File: src/rtl/descrambler_pkg.sv
// Shared constants and state encodings for the 64b/66b descrambler and its
// companion scrambler.
package descrambler_pkg;

    // Idle control block: header 2'b10, block type 8'h1E, all-idle payload.
    localparam logic [65:0] IDLE_BLOCK = 66'h21E00000000000000;

    // Taps of x^58 + x^39 + 1 expressed as positions in the shift register.
    // state[0] holds the bit received 58 bits ago and state[19] the one 39 ago.
    localparam int TAP_A = 19;
    localparam int TAP_B = 0;

    // Idle checker thresholds: consecutive matches to lock and
    // consecutive mismatches to drop lock.
    localparam int LOCK_THRESH   = 4;
    localparam int UNLOCK_THRESH = 16;

    typedef enum logic {
        WARMUP = 1'b0,
        RUN    = 1'b1
    } warmup_state_e;

    typedef enum logic {
        UNLOCK = 1'b0,
        LOCK   = 1'b1
    } idle_state_e;

endpackage

File: src/rtl/descrambler_idle_checker.sv
// Idle-pattern checker: locks onto a stream of idle blocks and counts
// idle mismatches while locked.
//
// state  | meaning
// UNLOCK | hunting; counting consecutive idle matches toward lock
// LOCK   | locked; mismatches are counted, a long mismatch run drops lock
module idle_pattern_checker
    import descrambler_pkg::*;
#(
    parameter int LEN_CODED_BLOCK = 66,
    parameter int NB_ERR_CNT      = 16
) (
    input  logic                       i_clock,
    input  logic                       i_reset,
    input  logic                       i_mode,
    input  logic                       i_clear,
    input  logic                       i_blk_valid,
    input  logic [LEN_CODED_BLOCK-1:0] i_blk_data,
    output logic [NB_ERR_CNT-1:0]      o_err_count,
    output logic                       o_lock
);

    localparam int MATCH_W = $clog2(LOCK_THRESH + 1);
    localparam int MISS_W  = $clog2(UNLOCK_THRESH + 1);

    idle_state_e         st_q, st_d;
    logic [MATCH_W-1:0]  match_q, match_d;
    logic [MISS_W-1:0]   miss_q, miss_d;
    logic [NB_ERR_CNT-1:0] err_q, err_d;
    logic                is_idle;
    logic                err_inc;

    assign is_idle = (i_blk_data == LEN_CODED_BLOCK'(IDLE_BLOCK));

    // State and run-length registers
    always_ff @(posedge i_clock or negedge i_reset) begin
        if (!i_reset) begin
            st_q    <= UNLOCK;
            match_q <= '0;
            miss_q  <= '0;
        end else begin
            st_q    <= st_d;
            match_q <= match_d;
            miss_q  <= miss_d;
        end
    end

    // Next-state and run-length update
    always_comb begin
        st_d    = st_q;
        match_d = match_q;
        miss_d  = miss_q;
        if (!i_mode) begin
            st_d    = UNLOCK;
            match_d = '0;
            miss_d  = '0;
        end else if (i_blk_valid) begin
            case (st_q)
                UNLOCK: begin
                    if (is_idle) begin
                        if (match_q == MATCH_W'(LOCK_THRESH - 1)) begin
                            st_d    = LOCK;
                            match_d = '0;
                        end else begin
                            match_d = match_q + 1'b1;
                        end
                    end else begin
                        match_d = '0;
                    end
                end
                LOCK: begin
                    if (is_idle) begin
                        miss_d = '0;
                    end else if (miss_q == MISS_W'(UNLOCK_THRESH - 1)) begin
                        st_d   = UNLOCK;
                        miss_d = '0;
                    end else begin
                        miss_d = miss_q + 1'b1;
                    end
                end
                default: st_d = UNLOCK;
            endcase
        end
    end

    // Outputs decoded from the current state
    always_comb begin
        o_lock  = (st_q == LOCK);
        err_inc = i_mode && i_blk_valid && (st_q == LOCK) && !is_idle;
    end

    // Saturating idle error counter; clear wins over increment
    always_comb begin
        err_d = err_q;
        if (i_clear) begin
            err_d = '0;
        end else if (err_inc && (err_q != '1)) begin
            err_d = err_q + 1'b1;
        end
    end

    // Idle error counter register
    always_ff @(posedge i_clock or negedge i_reset) begin
        if (!i_reset) begin
            err_q <= '0;
        end else begin
            err_q <= err_d;
        end
    end

    assign o_err_count = err_q;

endmodule

File: src/rtl/descrambler.sv
// Self-synchronous 64b/66b descrambler (x^58 + x^39 + 1) with sync-header
// error counting and an idle-pattern lock checker.
//
// state  | meaning
// WARMUP | shift register not yet filled from the line; output not trusted
// RUN    | at least one full payload shifted in; output is valid
module descrambler
    import descrambler_pkg::*;
#(
    parameter int                      LEN_SCRAMBLER   = 58,
    parameter int                      LEN_CODED_BLOCK = 66,
    parameter int                      NB_SH           = 2,
    parameter int                      NB_ERR_CNT      = 16,
    parameter logic [LEN_SCRAMBLER-1:0] SEED           = '0
) (
    input  logic                       i_clock,
    input  logic                       i_reset,
    input  logic                       i_enable,
    input  logic                       i_bypass,
    input  logic                       i_idle_pattern_mode,
    input  logic                       i_clear_counters,
    input  logic [LEN_CODED_BLOCK-1:0] i_data,
    output logic [LEN_CODED_BLOCK-1:0] o_data,
    output logic                       o_valid,
    output logic [NB_ERR_CNT-1:0]      o_sh_error_count,
    output logic [NB_ERR_CNT-1:0]      o_idle_error_count,
    output logic                       o_idle_lock
);

    localparam int NB_PAYLOAD = LEN_CODED_BLOCK - NB_SH;

    logic [LEN_SCRAMBLER-1:0]   scr_q, scr_d, scr_next;
    logic [LEN_CODED_BLOCK-1:0] data_q, data_d, descr;
    logic                       valid_q, valid_d;
    warmup_state_e              wu_q, wu_d;
    logic                       run;
    logic [NB_ERR_CNT-1:0]      sh_cnt_q, sh_cnt_d;
    logic [NB_SH-1:0]           header;
    logic                       sh_bad;

    // Bit-serial descramble of the payload, MSB first; the header passes through
    always_comb begin
        logic [LEN_SCRAMBLER-1:0] s;
        s     = scr_q;
        descr = i_data;
        for (int i = NB_PAYLOAD - 1; i >= 0; i--) begin
            descr[i] = i_data[i] ^ s[TAP_A] ^ s[TAP_B];
            s        = {i_data[i], s[LEN_SCRAMBLER-1:1]};
        end
        scr_next = s;
    end

    // Warm-up state register
    always_ff @(posedge i_clock or negedge i_reset) begin
        if (!i_reset) begin
            wu_q <= WARMUP;
        end else begin
            wu_q <= wu_d;
        end
    end

    // Warm-up next state: one real block fills all 58 stages; bypass never reverts
    always_comb begin
        wu_d = wu_q;
        if (i_enable && !i_bypass) begin
            wu_d = RUN;
        end
    end

    // Warm-up output decode
    always_comb begin
        run = (wu_q == RUN);
    end

    // Datapath next values; state and data hold when not enabled
    always_comb begin
        scr_d   = scr_q;
        data_d  = data_q;
        valid_d = 1'b0;
        if (i_enable) begin
            valid_d = i_bypass || run;
            if (i_bypass) begin
                data_d = i_data;
            end else begin
                data_d = descr;
                scr_d  = scr_next;
            end
        end
    end

    // Sync header check: all-zeros or all-ones is not a legal header
    always_comb begin
        header   = i_data[LEN_CODED_BLOCK-1 -: NB_SH];
        sh_bad   = i_enable && ((header == '0) || (header == '1));
        sh_cnt_d = sh_cnt_q;
        if (i_clear_counters) begin
            sh_cnt_d = '0;
        end else if (sh_bad && (sh_cnt_q != '1)) begin
            sh_cnt_d = sh_cnt_q + 1'b1;
        end
    end

    // Datapath and sync-header counter registers
    always_ff @(posedge i_clock or negedge i_reset) begin
        if (!i_reset) begin
            scr_q    <= SEED;
            data_q   <= '0;
            valid_q  <= 1'b0;
            sh_cnt_q <= '0;
        end else begin
            scr_q    <= scr_d;
            data_q   <= data_d;
            valid_q  <= valid_d;
            sh_cnt_q <= sh_cnt_d;
        end
    end

    // The checker sees the block as it is being registered so that the lock
    // flag and error count line up with the block shown on o_data.
    idle_pattern_checker #(
        .LEN_CODED_BLOCK (LEN_CODED_BLOCK),
        .NB_ERR_CNT      (NB_ERR_CNT)
    ) u_idle_checker (
        .i_clock     (i_clock),
        .i_reset     (i_reset),
        .i_mode      (i_idle_pattern_mode),
        .i_clear     (i_clear_counters),
        .i_blk_valid (valid_d),
        .i_blk_data  (data_d),
        .o_err_count (o_idle_error_count),
        .o_lock      (o_idle_lock)
    );

    assign o_data           = data_q;
    assign o_valid          = valid_q;
    assign o_sh_error_count = sh_cnt_q;

endmodule

File: config.mk
export PLATFORM = sky130hd
export DESIGN_NAME = descrambler
export DESIGN_NICKNAME = d
export VERILOG_FILES = /design/src/rtl/descrambler_pkg.sv /design/src/rtl/descrambler_idle_checker.sv /design/src/rtl/descrambler.sv
export SDC_FILE = /design/constraint.sdc
export NUM_CORES = 1
export LEC_CHECK = 0
export CAP_MARGIN = 0
export CORE_ASPECT_RATIO = 1.75
export CORE_MARGIN = 2
export CORE_UTILIZATION = 40
export CTS_BUF_LIST = sky130_fd_sc_hd__clkbuf_8
export DETAILED_ROUTE_END_ITERATION = 16
export GPL_TIMING_DRIVEN = 0
export SLEW_MARGIN = 20
export SYNTH_ARGS = -nofsm -noshare
export SYNTH_HDL_FRONTEND = slang
export SYNTH_HIERARCHICAL = 1
export SYNTH_SLANG_ARGS = --single-unit
File: constraint.sdc
create_clock -name i_clock -period 6.3 [get_ports i_clock]
set_input_delay 1.26 -clock i_clock [delete_from_list [all_inputs] [get_ports i_clock]]
set_output_delay 1.26 -clock i_clock [all_outputs]
set_load 0.01 [all_outputs]
==> out/summary.txt <==
outcome: completed
max-cap check violation count: 0
Die X-Extent: 114.6 um
met3 WL: 971 um
per-cell via count in the routed design: 5.316
required time reported for the critical path endpoint: 6.66 ns
Clock Root Buffer: clkbuf_8
Worst VDD drop: 0.2189 mV
core area: 20930 um2
Post-Place Worst Slack: 0.4211 ns
DRT iter0 DRCs: 313
largest net degree at the start of global routing: 92
CTS clk-pin slew, worst paths: 0.09 ns
path type of the worst min-delay path: flop to flop
RSZ-0062 raised after global routing: no
share of flip-flops with an asynchronous set or reset after synthesis: 100.0%
number of clock sinks seen by CTS: 167
Final Wtd Congestion: 0.9019
antenna violations before repair: 0
die area: 22620 um2
number of global-route vias before repair: 7097
Leak Pwr: 4.219 nW
number of warning messages in the yosys log: 6
area used by multi-input combinational logic: 4121 um2
met2 wirelength from detailed routing: 14.53 mm
number of H-tree levels: 4
count of standard-cell rows: 70
total half-perimeter wirelength after legalization and detailed placement: 21.16 mm
worst-margin pin slew: 0.7851 ns
Pwr per Cell Area: 257.1 nW/um2
uppermost signal routing layer after detailed routing: met4
Buf+Inv Stages, Crit Path: 3
CTS tree: yes
ratio of cells with drive above 1 in the final layout: 12.68%
Worst slew margin: 47.18%
final-report max-slew violation count: 0
number of synthesized register bits: 167
total clock buffers created by CTS: 17
highest clock frequency the design can meet: 188.1 MHz
Yosys cell types: 53
count of port buffers added during placement: 170
leading cell types in the layout, fill and taps excluded: clkdlybuf4s50_1 (169), dfrtp_1 (167), nor2_1 (143), xnor2_1 (128), a21oi_1 (90)
footprint of the flip-flops and latches: 4179 um2
sequential cell area fraction in the yosys report: 48.84%
Bufs on Longest Clock Path: 2
synthesized netlist net count: 898
post-synthesis instance area: 8556 um2
crit end category: flop
Routed wire per std cell: 21.03 um
filler cell count in the final layout: 1961
number of hold buffers added after cts: 0
# resized after CTS: 0
first-pass GRT wire length: 41.40 mm
floorplan die height: 197.5 um
remaining antenna violation count after routing: 0
cell with the largest stage delay on the worst path: nor4_1
Critical Path AT: 5.68 ns
kind of critical path: input pin to flop
count of flip-flops with a built-in enable after synthesis: 0
Slowest Stage Delay on Critical Path: 0.72 ns
most used flip-flop cell after synthesis: dfrtp_1
Tcrit/Tclk final: 84.41%
type of origin of the critical path: input pin
number of buffers added for setup after CTS: 0
number of remaining DRC errors: 0
TritonRoute pass-1 iters: 4
final number of hold-violating endpoints: 0
Skew-Pair Late Insertion Delay: 0.47 ns
total wirelength of the detailed-routed design: 26.86 mm
biggest fanout along the worst timing path: 10
Mapped Avg Cell Area: 10.41 um2
total via count after detailed routing: 6788
global-route total usage across every layer: 24.70%
CP Cell Sequence: clkdlybuf4s50_1, clkbuf_1, clkbuf_1, nor2_1, xnor2_1, a21oi_1, nor4_1, nand4_1, nor4_1, a21oi_1, nand3_1, mux2_2
count of boundary I/O pins: 172
Worst Skew: 0.01191 ns
crit-path leading delay family: simple AND/OR/NAND/NOR gates
layout overhead on the synthesized area: 28.44%
slack of the critical path: 0.9824 ns
layout net count: 1088
Setup-failing EPs final: 0
Gate Count Post-Synth: 822
effective utilization at floorplan: 40.87%
Setup TNS: 0 ns
antenna diode count: 0
Post-Route M1 WL: 9.883 mm
fin crit period: 5.318 ns
overall overflow remaining after global route: 0
most common library cell in the layout ignoring fill and taps: clkdlybuf4s50_1
==> power by group <==
part	total [mW]	internal (mW)	switching [mW]
Sequential	1.31	1.20	0.111
Combinational	0.745	0.386	0.359
Clock	0.765	0.358	0.407
Total	2.82	1.95	0.877
==> path summary, 6_finish.rpt <==
| kind | startpoint | endpoint | slack, ns | depth (start not counted) |
|---|---|---|---|---|
| max | i_bypass | u_idle_checker/o_err_count[15]$_DFFE_PN0P_ | 0.98 | 12 |
| max in group asynchronous | i_reset | u_idle_checker/match_q[2]$_DFFE_PN0P_ | 4.66 | 2 |
| min reg2reg | run$_DFFE_PN0P_ | run$_DFFE_PN0P_ | 0.48 | 1 |
| min in group asynchronous | i_reset | o_data[17]$_DFF_PN0_ | 0.81 | 1 |
| min | run$_DFFE_PN0P_ | run$_DFFE_PN0P_ | 0.48 | 1 |
| max reg2reg | scr_q[48]$_DFFE_PN0P_ | u_idle_checker/o_err_count[15]$_DFFE_PN0P_ | 2.65 | 10 |
==> sequential cells by signal, summed over array words and instances (netlist names) <==
name,flops
o_valid,1
u_idle_checker/o_lock,1
o_sh_error_count,16
u_idle_checker/o_err_count,16
o_data,66
u_idle_checker/match_q,3
u_idle_checker/miss_q,5
scr_q,58
run,1
==> cell usage after synthesis (2+ instances only) <==
cell type / instances / share of area, %
and4_1: 6 / 0.61
nor4_1: 19 / 1.4
nor2b_1: 8 / 0.58
buf_4: 2 / 0.18
clkbuf_8: 2 / 0.32
mux2_2: 67 / 8.8
o21ai_0: 7 / 0.41
or4_1: 17 / 1.5
nand2b_1: 4 / 0.29
buf_2: 8 / 0.47
and3_1: 5 / 0.37
nand4_1: 9 / 0.66
dfrtp_1: 167 / 49
xnor2_1: 128 / 13
or2_2: 2 / 0.15
and4b_1: 2 / 0.23
clkbuf_1: 16 / 0.70
nand2_1: 20 / 0.88
buf_6: 5 / 0.66
and2_1: 2 / 0.15
o31ai_1: 18 / 1.6
ha_1: 4 / 0.58
nor4b_1: 3 / 0.31
inv_1: 7 / 0.31
nor3_1: 5 / 0.29
a21oi_1: 90 / 5.3
a21boi_0: 3 / 0.26
nand4b_1: 2 / 0.20
nand3_2: 2 / 0.23
buf_1: 8 / 0.35
nand3_1: 15 / 0.88
o21a_1: 2 / 0.18
or3_1: 4 / 0.29
nand3b_1: 2 / 0.18
nor2_1: 143 / 6.3
==> layer usage <==
| layer | vias to the layer above | track usage, % |
|---|---|---|
| li1 | 3230 | - |
| met1 | 3313 | 26.46 |
| met2 | 191 | 44.86 |
| met3 | 54 | 4.541 |
| met4 | 0 | 13.69 |
| met5 | - | 0 |
==> cells by family after synthesis <==
group | count (synthesis) | share of synthesized area [%]
AOI/OAI and AO/OA | 129 | 8.818
and+or+nand+nor | 277 | 16.54
muxes | 68 | 8.935
DFF | 167 | 48.84
adders and majority gates | 4 | 0.5850
buffers and inverters | 48 | 2.983
xor gates and xnor gates | 129 | 13.29
==> layout make-up <==
type | instances | area share (%)
Multi-Input combinational cell | 607 | 37.50
Tap cell | 252 | 2.869
Clock buffer | 18 | 2.254
Buffer | 41 | 2.084
Timing Repair Buffer | 171 | 15.78
Clock inverter | 14 | 1.241
Inverter | 7 | 0.2391
Sequential cell | 167 | 38.03
==> metrics by stage <==
step | hold WS [ns] | std cells | instance area (um2) | utilization, % | power [mW]
4_1_cts | 0.4853 | 1277 | 10990 | 52.50 | 2.855
3_3_place_gp | 0.4588 | 1244 | 10570 | 50.51 | 2.082
3_5_place_dp | 0.4629 | 1245 | 10610 | 50.66 | 2.086
5_1_grt | 0.5296 | 1277 | 10990 | 52.50 | 2.961
2_1_floorplan | 0.4413 | 822 | 8556 | - | 1.699
6_report | 0.4837 | 1277 | 10990 | 52.50 | 2.825
No activity file was read; power rests on OpenSTA's default activity.
